## config.mk

```make
export PLATFORM = sky130hd
export DESIGN_NAME = boot_loader
export DESIGN_NICKNAME = d
export VERILOG_FILES = /design/src/rtl/boot_loader_pkg.sv /design/src/rtl/boot_word_assembler.sv /design/src/rtl/boot_loader.sv
export SDC_FILE = /design/constraint.sdc
export NUM_CORES = 1
export LEC_CHECK = 0
export BUFFER_PORTS_ARGS = -buffer_cell sky130_fd_sc_hd__buf_2
export CORE_AREA = 2 2 140 142
export CTS_BUF_LIST = sky130_fd_sc_hd__clkbuf_2
export DETAILED_ROUTE_END_ITERATION = 8
export DIE_AREA = 0 0 142 144
export MAX_ROUTING_LAYER = met4
export PLACE_DENSITY = 0.88
export SLEW_MARGIN = 20
export SYNTH_ARGS = -nofsm -noshare
export SYNTH_HDL_FRONTEND = slang
export SYNTH_SLANG_ARGS = --single-unit
```

## constraint.sdc

```tcl
create_clock -name clk -period 7.4 [get_ports clk]
set_input_delay 1.85 -clock clk [delete_from_list [all_inputs] [get_ports clk]]
set_output_delay 1.85 -clock clk [all_outputs]
set_load 0.02 [all_outputs]
```

## src/rtl/boot_loader_pkg.sv

```systemverilog
// Shared definitions for the framed byte-stream program loader.
// FSM state encodings are kept as plain 3-bit constants so they stay legacy-compatible.
package boot_loader_pkg;

  localparam logic [2:0] S_BASE  = 3'd0;
  localparam logic [2:0] S_COUNT = 3'd1;
  localparam logic [2:0] S_DATA  = 3'd2;
  localparam logic [2:0] S_WRITE = 3'd3;
  localparam logic [2:0] S_CSUM  = 3'd4;
  localparam logic [2:0] S_DONE  = 3'd5;
  localparam logic [2:0] S_ERR   = 3'd6;

  localparam int HDR_BYTES = 8;

endpackage

```

## src/rtl/boot_word_assembler.sv

```systemverilog
// Little-endian byte-to-word assembler: the first byte lands in bits [7:0].
// word is a combinational view that already includes the incoming byte, so it is valid with word_full.
module boot_word_assembler (
  input  logic        clk,
  input  logic        reset,
  input  logic        byte_stb,
  input  logic        clear,
  input  logic [7:0]  byte_in,
  output logic [31:0] word,
  output logic        word_full
);

  logic [1:0]  idx;
  logic [23:0] shift_q;

  always_ff @(posedge clk) begin
    if (!reset || clear) begin
      idx     <= 2'd0;
      shift_q <= 24'd0;
    end else if (byte_stb) begin
      idx     <= idx + 2'd1;
      shift_q <= {byte_in, shift_q[23:8]};
    end
  end

  assign word      = {byte_in, shift_q};
  assign word_full = byte_stb && (idx == 2'd3);

endmodule

```

## src/rtl/boot_loader.sv

```systemverilog
// Framed image loader: BASE, COUNT, LE data words, optional XOR checksum; holds the core
// in reset until the whole image is written and verified.
//
// state   | meaning
// S_BASE  | collecting the 4-byte base address
// S_COUNT | collecting the 4-byte word count, then alignment/bounds check
// S_DATA  | collecting the bytes of the next data word
// S_WRITE | one-cycle memory write strobe for the assembled word
// S_CSUM  | waiting for the checksum byte
// S_DONE  | image accepted, core released (terminal)
// S_ERR   | frame rejected, core held (terminal)
module boot_loader
  import boot_loader_pkg::*;
#(
  parameter int MEM_BYTES = 4096,
  parameter bit CSUM_EN   = 1'b1
) (
  input  logic        clk,
  input  logic        reset,
  input  logic        in_valid,
  input  logic [7:0]  in_data,
  output logic        in_ready,
  output logic        mem_we,
  output logic [31:0] mem_addr,
  output logic [31:0] mem_wdata,
  output logic        core_hold,
  output logic        done,
  output logic        error
);

  localparam logic [34:0] MEM_LIMIT = 35'(MEM_BYTES);

  logic [2:0]  state;
  logic [31:0] base_q;
  logic [31:0] addr_q;
  logic [31:0] remaining_q;
  logic [7:0]  csum_q;
  logic        fire;
  logic        asm_clear;
  logic [31:0] word;
  logic        word_full;
  logic [34:0] end_addr;
  logic [2:0]  after_payload;

  assign in_ready = reset && ((state == S_BASE) || (state == S_COUNT) ||
                              (state == S_DATA) || (state == S_CSUM));
  assign fire      = in_valid && in_ready;
  assign mem_we    = reset && (state == S_WRITE);
  assign done      = reset && (state == S_DONE);
  assign error     = reset && (state == S_ERR);
  assign core_hold = !done;

  assign asm_clear     = (state == S_DONE) || (state == S_ERR);
  assign after_payload = CSUM_EN ? S_CSUM : S_DONE;

  // 35 bits so a huge COUNT cannot wrap the end address back into range.
  assign end_addr = {3'b000, base_q} + {1'b0, word, 2'b00};

  boot_word_assembler u_asm (
    .clk       (clk),
    .reset     (reset),
    .byte_stb  (fire && (state != S_CSUM)),
    .clear     (asm_clear),
    .byte_in   (in_data),
    .word      (word),
    .word_full (word_full)
  );

  always_ff @(posedge clk) begin
    if (!reset) begin
      state       <= S_BASE;
      base_q      <= 32'd0;
      addr_q      <= 32'd0;
      remaining_q <= 32'd0;
      csum_q      <= 8'd0;
      mem_addr    <= 32'd0;
      mem_wdata   <= 32'd0;
    end else begin
      case (state)
        S_BASE: begin
          if (word_full) begin
            base_q <= word;
            state  <= S_COUNT;
          end
        end
        S_COUNT: begin
          if (word_full) begin
            if (base_q[1:0] != 2'b00) begin
              state <= S_ERR;
            end else if (end_addr > MEM_LIMIT) begin
              state <= S_ERR;
            end else if (word == 32'd0) begin
              state <= after_payload;
            end else begin
              addr_q      <= base_q;
              remaining_q <= word;
              state       <= S_DATA;
            end
          end
        end
        S_DATA: begin
          if (fire) begin
            csum_q <= csum_q ^ in_data;
            if (word_full) begin
              mem_addr  <= addr_q;
              mem_wdata <= word;
              state     <= S_WRITE;
            end
          end
        end
        S_WRITE: begin
          addr_q      <= addr_q + 32'd4;
          remaining_q <= remaining_q - 32'd1;
          state       <= (remaining_q == 32'd1) ? after_payload : S_DATA;
        end
        S_CSUM: begin
          if (fire) state <= (in_data == csum_q) ? S_DONE : S_ERR;
        end
        default: state <= state;
      endcase
    end
  end

endmodule

```

Word level (Yosys, flattened, before mapping)
Index checks and enable logic that the tools add are counted.

Logic and storage cells: 78. Flip-flop bits (word level): 197. Output and inout bits: 69. Input bits: 11.

$add $sub $neg: 4. Reduce and logical (&&, ||, !) cells: 24. Bitwise logic cells: 1. Muxes and demuxes: 21. Magnitude comparators: 1. Equality and inequality tests: 18.

Operators with widths (number): 32-bit 2-to-1 mux (8); 32-bit one-hot mux with 2 select lines (2); 32-bit by 34-bit adder with 35-bit output (1); 35-bit by 13-bit greater-than comparator with 1-bit output (second input constant) (1); 32-bit by 3-bit adder with 32-bit output (second input constant) (1); 32-bit by 1-bit equality test with 1-bit output (second input constant) (1); 32-bit zero test (1); 32-bit by 1-bit subtractor with 32-bit output (second input constant) (1); 3-bit 2-to-1 mux (9); 3-bit one-hot mux with 5 select lines (1); 2-bit != test (second input constant) (5); 3-bit equality test (second input constant) (3); 8-bit equality test (1); 8-bit bitwise XOR (1); 1-bit logical AND (7); 3-bit by 2-bit equality test with 1-bit output (second input constant) (2); 2-bit by 1-bit != test with 1-bit output (second input constant) (3); 6-bit AND reduction (1); 1-bit logical OR (5); 5-bit AND reduction (1); 5-bit nonzero test (1); 2-bit AND reduction (2); 2-bit nonzero test (2); 3-bit by 1-bit equality test with 1-bit output (second input constant) (1); 7 further kinds (8).

Depth between registers and ports, before layout
Gate-level depths: netlist of the first run.

Word-level depth: 11. Depth in mapped cells: 15. Depth with buffers taken out: 12.

Modules after synthesis
A second synthesis of the first run with hierarchy kept.

Cells, all modules: 1495. Area, all modules: 11307.1 um^2.

By module, submodules not included: boot_loader (seq. area each 3423.3 um^2, cells an instance 1400, times used 1, area an instance 10259.8 um^2); boot_word_assembler (seq. area each 520.5 um^2, cells an instance 95, times used 1, area an instance 1047.3 um^2).

Least setup slack after synthesis of the first run
Ideal clock, no wire load.

Path kind: input -> output. From: in reset. To: out done. Setup slack: 2524 ps. Stages: 5. Buffers on the path: 3. Required time: 5550 ps. Arrival time: 3026 ps. Path through: clkbuf_1 -> clkbuf_1 -> clkbuf_1 -> nand3_1 -> inv_1.

Cells in the longest elaborated chain, start to end: 1.

Ends and longest elaborated chain: start: declaration (RTL line boot_loader.sv:19) `input logic reset,`; 1-bit logical AND (RTL line boot_loader.sv:49) `assign done = reset && (state == S_DONE);`; end: declaration (RTL line boot_loader.sv:27) `output logic done,`.

No other way between the ends.

Worst setup path in the final report of the first run
From: reg u_asm.shift_q[13]. To: reg state[2].

Cells in the longest elaborated chain, start to end: 6. Elaborated cells on any way between the ends: 8. Those cells by class: add/sub (1); order compare (1); mux (5); reduce/logical (1).

Ends and longest elaborated chain: start: declaration (RTL line boot_word_assembler.sv:14) `logic [23:0] shift_q;`; start signal: assignment (RTL line boot_word_assembler.sv:22) `shift_q <= {byte_in, shift_q[23:8]};`; 32-bit by 34-bit adder with 35-bit output / 32-bit zero test (equally long branches) (RTL line boot_loader.sv:57, boot_loader.sv:92); 35-bit by 13-bit greater-than comparator with 1-bit output / 3-bit 2-to-1 mux (equally long branches) (RTL line boot_loader.sv:90, boot_loader.sv:92); 3-bit 2-to-1 mux (*) (RTL line boot_loader.sv:90) `end else if (end_addr > MEM_LIMIT) begin`; 3-bit 2-to-1 mux (*) (RTL line boot_loader.sv:88) `if (base_q[1:0] != 2'b00) begin`; 3-bit 2-to-1 mux (*) (RTL line boot_loader.sv:87) `if (word_full) begin`; 3-bit one-hot mux with 5 select lines (*) (RTL line boot_loader.sv:79) `case (state)`; end signal: assignment (RTL line boot_loader.sv:93) `state <= after_payload;`; end signal: assignment (RTL line boot_loader.sv:114) `state <= (remaining_q == 32'd1) ? after_payload : S_DATA;`; end signal: assignment (RTL line boot_loader.sv:117) `if (fire) state <= (in_data == csum_q) ? S_DONE : S_ERR;`; end: declaration (RTL line boot_loader.sv:33) `logic [2:0] state;`.

Mark *: on every way between the ends. The rest lies on a longest branch, timed or not. The select of a mux whose other input is x is not followed. A chain may end at the register's enable or synchronous reset.

==> metrics.cfg, run 1 <==
[status]
status=finished clean

[routing]
via_count=11700
drc=0
drt_iter0_markers=1259
postRouteAntennaNets=0
wl_per_cell_um=20.0
wl_mm=35.2
dr.pass1.iters=5
viasPerCell=6.67

[global_route]
grt_max_degree=85
grt_usage=0.352
first_global_vias=10300
grt_pass1_wl_mm=55.2
grt_overflow=0
antenna_found_initial=1

[floorplanning]
core-area_um2=19100
die_w_um=142
start_util=0.587
rows=51
io_pins=80
die_h_um=144
die_area_um2=20400

[placed_design]
hpwlAfterDp_mm=24.9
port_buffers=79
post-place-ws_ns=1.40
place.gp.congestion=0.994

[pwr]
powerDensity_nw_per_um2=153
ir_drop_uv=138
leakagePower_nw=4.33

[setup_path]
slowest_delay_ns=1.03
cp.arrival_ns=6.32
end_kind=flop
cp_slowest_cell=nor3_2
rr_startpoint=u_asm.shift_q[13]
startpoint=u_asm.shift_q[13]
crit_chain=ha_1, nand4_1, nor4_2, o211ai_1, o311ai_0, xnor2_1, a2111oi_0, nand4_1, nor3_2, a2111oi_0, o31a_1
setup.worst_path.start_class=flop
crit_type=reg -> reg
critPathRequiredTime_ns=8.19
cp_max_fo=16

[timing]
grt_setup_unrepaired=no
min_period_ns=5.53
tns_ns=0
setup_viol=0
worst_slack_ns=1.87
period_share=0.748
drv_slew=0
hold_viol=0
maxSlewHeadroom=0.243
finClkSkew_ns=0.0455
clock.fmax_mhz=181
tightest_slew_ns=1.13

[finish]
fin_nets=1551
area_growth_pct=5.31
fin_util=0.618
drive_gt1_frac=0.117

[min_path]
hp-start=mem_addr[7]
min_path_type=reg -> reg

[clock_network]
cts_setup_buffers=0
cts.reportedPaths.clkPinSlew_ns=0.34
root_buffer=clkbuf_2
cts_tree=yes
cts_resized=0
clock-sinks=197
hold_buffers=0
htree_levels=4
insertion_delay_ns=0.88
cts_buffers=17
cts_buffer_depth=2

[logic_synthesis]
synth_top_area_cell=dfxtp_1
synth_area_leaders=dfxtp_1, nand2_1, a21oi_1, ha_1, o21ai_0
ys_types=88
syn_area_per_cell_um2=7.48
yosysSeqAreaShare=0.352
ys_async_sr_fraction=0
ys.flop_type=dfxtp_1
ys_ff_latch=197
synthCells=1498
ys.warnings.count=0
yosysTopAreaCellShare=0.352
synth-edff-count=0
synth_nets=1544
syn-cell-area_um2=11200

[job]
cap_viol_max_count=0

cells in the final DEF, fill, tap and decap left out, drive strengths merged, types with 5 or more instances in the layout:
cell	instances
clkinv	7
nand2	339
nand3	37
nand2b	9
and3	20
ha	34
o31ai	10
o211ai	10
o21ai	76
a2111oi	7
o31a	7
inv	32
a22oi	13
nor3	46
a21oi	207
nand3b	7
a21o	12
a211oi	16
buf	92
nor4	30
nand4	18
dfxtp	197
o22ai	6
or4	5
xor2	20
clkbuf	17
and2	9
o221a	17
a32oi	5
nor2	92
a41oi	7
a31oi	29
xnor2	18
or3	6
where the power goes:
group	internal, W	total, W	switching, W
registers	0.00107	0.00109	0.0000131
clock network	0.000134	0.000604	0.000470
logic	0.0000305	0.000110	0.0000790
cell usage after synthesis, drive strengths merged (5+ instances only):
cell       n
nand2    339
a21oi    207
dfxtp    197
nor2      92
clkbuf    78
o21ai     76
nor3      46
nand3     37
ha        34
nor4      30
a31oi     29
buf       25
inv       24
and3      20
xor2      20
nand4     18
xnor2     18
o221a     17
a211oi    16
a22oi     13
a21o      12
o211ai    10
o31ai     10
and2       9
nand2b     9
a2111oi    7
a41oi      7
nand3b     7
o31a       7
o22ai      6
or3        6
a32oi      5
or4        5
state kept, by name, indices dropped and copies added, names as in the netlist:
register	count
base_q	32
mem_wdata	32
remaining_q	32
mem_addr	32
state	3
addr_q	32
csum_q	8
u_asm.idx	2
u_asm.shift_q	24
logic make-up after synthesis:
kind of cell             Yosys count  synth area share
buffers and inverters            128            0.0572
flip-flops                       197             0.352
AND/OR/NAND/NOR                  633             0.254
adder cells (fa/ha/maj)           35            0.0398
AO/OA/AOI/OAI                    463             0.263
XOR/XNOR                          38            0.0297
multiplexers                       4           0.00391
worst paths after layout:
kind	cells past startpoint	slack, ns	end
max reg2reg	11	1.87	state[2]
min	2	0.47	mem_addr[7]
min reg2reg	2	0.47	mem_addr[7]
max	11	1.87	state[2]
cell type report:
| class | instances | area [um2] |
|---|---|---|
| clock inverters | 15 | 211 |
| clock buffers | 17 | 85.1 |
| well taps | 238 | 298 |
| flip-flops and latches | 197 | 3940 |
| diodes | 1 | 2.50 |
| multi-input cells | 1173 | 6670 |
| inverters | 24 | 92.6 |
| fillers | 1698 | 7280 |
| repair buffers | 92 | 493 |
layer usage:
| layer | vias to the layer above | share of wire | routed length, um | track usage |
|---|---|---|---|---|
| met1 | 5458 | 0.40 | 14100 | 0.452 |
| met3 | 158 | 0.11 | 3910 | 0.0838 |
| met2 | 697 | 0.43 | 15200 | 0.520 |
| met4 | 0 | 0.055 | 1930 | 0.172 |
| met5 | - | 0 | 0 | - |
| li1 | 5400 | - | - | - |
metrics by stage:
| step | power, W | area [um2] | std cells | hold WS (ns) |
|---|---|---|---|---|
| after floorplan | 0.00117 | 11200 | 1498 | 0.423 |
| after global placement | 0.00120 | 11500 | 1724 | 0.439 |
| after detailed placement | 0.00121 | 11500 | 1724 | 0.444 |
| after CTS | 0.00179 | 11800 | 1756 | 0.469 |
| after global routing | 0.00185 | 11800 | 1757 | 0.485 |
| final | 0.00180 | 11800 | 1757 | 0.469 |
critical path, delay by kind of cell (launching register included):
family                   cells  cell delay (ns)
AND/OR/NAND/NOR              4             2.47
flip-flops                   1             0.71
AO/OA/AOI/OAI                5             1.72
adder cells (fa/ha/maj)      1             0.39
XOR/XNOR                     1             0.16
Power figures use the tool's default switching activity.
==> run 2, diff against run 1 <==
Settings changed: CORE_AREA 2 2 140 142 to 2 2 144 146, DIE_AREA 0 0 142 144 to 0 0 146 148, PLACE_DENSITY 0.88 to 0.87.
Clock period 7.4 ns to 4.71 ns, I/O delays scaled along.
==> run 2 against run 1 <==
- non-clock buffer count rose by 50
- maximum frequency rose by 23%
- sequential cell count is the same
- critical path type unchanged
- utilization down 0.93 points
- global-route usage decreased by 1.4 points
- combinational power rose by 84%
- final cell count increased by 4.7%
- largest cell class unchanged
- first-iteration DRC count increased by 30%
- die area grew 5.7%
- cell area rose by 3.4%
- largest power group unchanged
- clock skew decreased by 0.0063 ns
==> metrics.cfg, run 2 (synthesis gave the netlist of run 1 again) <==
[status]
status=finished clean

[timing]
finClkSkew_ns=0.0392
tightest_slew_ns=1.04
hold_viol=0
period_share=0.957
clock.fmax_mhz=222
min_period_ns=4.51
grt_setup_unrepaired=no
setup_viol=0
tns_ns=0
drv_slew=0
maxSlewHeadroom=0.302

[pwr]
powerDensity_nw_per_um2=231
leakagePower_nw=4.56
finalPower_w=0.00282
ir_drop_uv=245

[clock_network]
cts_setup_buffers=0
cts_buffer_depth=2
hold_buffers=0
root_buffer=clkbuf_2
cts_buffers=17
cts_tree=yes
htree_levels=4
clock-sinks=197
cts_resized=0
cts.reportedPaths.clkPinSlew_ns=0.35
insertion_delay_ns=0.84

[finish]
finalInstanceArea_um2=12200
stdcell_count=1839
fin_util=0.609
fin_nets=1601
layout_commonest_cell=nand2_1
final_cell_mix=nand2_1, a21oi_1, dfxtp_1, nor2_1, buf_2
drive_gt1_frac=0.144
area_growth_pct=8.94

[setup_path]
startpoint=base_q[2]
reg2regPathDepth=12
r2r_end=remaining_q[10]
cp.arrival_ns=5.30
setup.worst_path.start_class=flop
crit_type=reg -> reg
cp_max_fo=25
r2r_setup_slack_ns=0.20
rr_startpoint=base_q[2]
critPathRequiredTime_ns=5.50
crit_end=remaining_q[10]
end_kind=flop

[placed_design]
place_area_um2=11900
placedCellCount=1806
hpwlAfterDp_mm=26.1
port_buffers=79
place.gp.congestion=0.999

[global_route]
grt_overflow=0
antenna_found_initial=1
grt_usage=0.338
grt_max_degree=67
first_global_vias=10900
grt_pass1_wl_mm=57.0

[min_path]
min_path_type=reg -> reg
hp-start=mem_wdata[26]

[floorplanning]
die_h_um=148
start_util=0.559
io_pins=80
die_area_um2=21600
die_w_um=146
core-area_um2=20000
rows=52

[routing]
viasPerCell=6.42
drc=0
postRouteAntennaNets=0
dr.pass1.iters=6
wl_met2_mm=15.7
wl_per_cell_um=19.6
dr.max_layer_used=met4
wl_met3_mm=4.12
routedLengthMet1_mm=14.4
wl_mm=36.1
via_count=11800
drt_iter0_markers=1640

[job]
cap_viol_max_count=0

-- run 2: area by class of cell --
type                       count  area, um2
clock inverter                15        201
clock buffer                  17       85.1
timing repair buffer         142        881
sequential                   197       3940
tap                          270        338
fill                        1840       7840
antenna                        1       2.50
multi-input combinational   1173       6660
inverter                      24       92.6
-- run 2: how the worst min path moves through the flow --
stage	endpoint	depth (start not counted)
6_report	mem_wdata[26]	2
5_1_grt	mem_wdata[26]	2
4_1_cts	mem_addr[27]	2
3_5_place_dp	mem_addr[18]	2
3_3_place_gp	remaining_q[30]	1
2_1_floorplan	remaining_q[30]	1
-- run 2: metal layers --
| layer | track usage | vias up |
|---|---|---|
| li1 | - | 5508 |
| met5 | - | - |
| met2 | 0.508 | 721 |
| met3 | 0.0738 | 139 |
| met4 | 0.155 | 0 |
| met1 | 0.436 | 5441 |
-- run 2: power breakdown --
part	switching (W)	leakage, nW	total (W)	internal (W)
combinational	0.000142	2.81	0.000202	0.0000600
sequential	0.0000111	1.59	0.00170	0.00169
clock	0.000715	0.164	0.000919	0.000204
total	0.000868	4.56	0.00282	0.00195
-- run 2: critical path, cell delays in order, from the launching register on --
cell and delay, ns:
dfxtp_1 0.55, ha_1 0.28, fa_1 0.42, or4_1 0.49
nor4_1 0.28, nand4_1 0.14, or4_1 0.57, a211oi_2 0.31
nand4_2 0.31, o31a_4 0.43, buf_4 0.25, nor3_1 0.21
o221a_2 0.21
-- run 2: metrics by stage --
step	hold slack (ns)	setup WS [ns]
final	0.468	0.202
after global placement	0.439	0.337
after floorplan	0.423	0.572
after global routing	0.483	0.0507
after CTS	0.470	0.256
after detailed placement	0.443	0.216
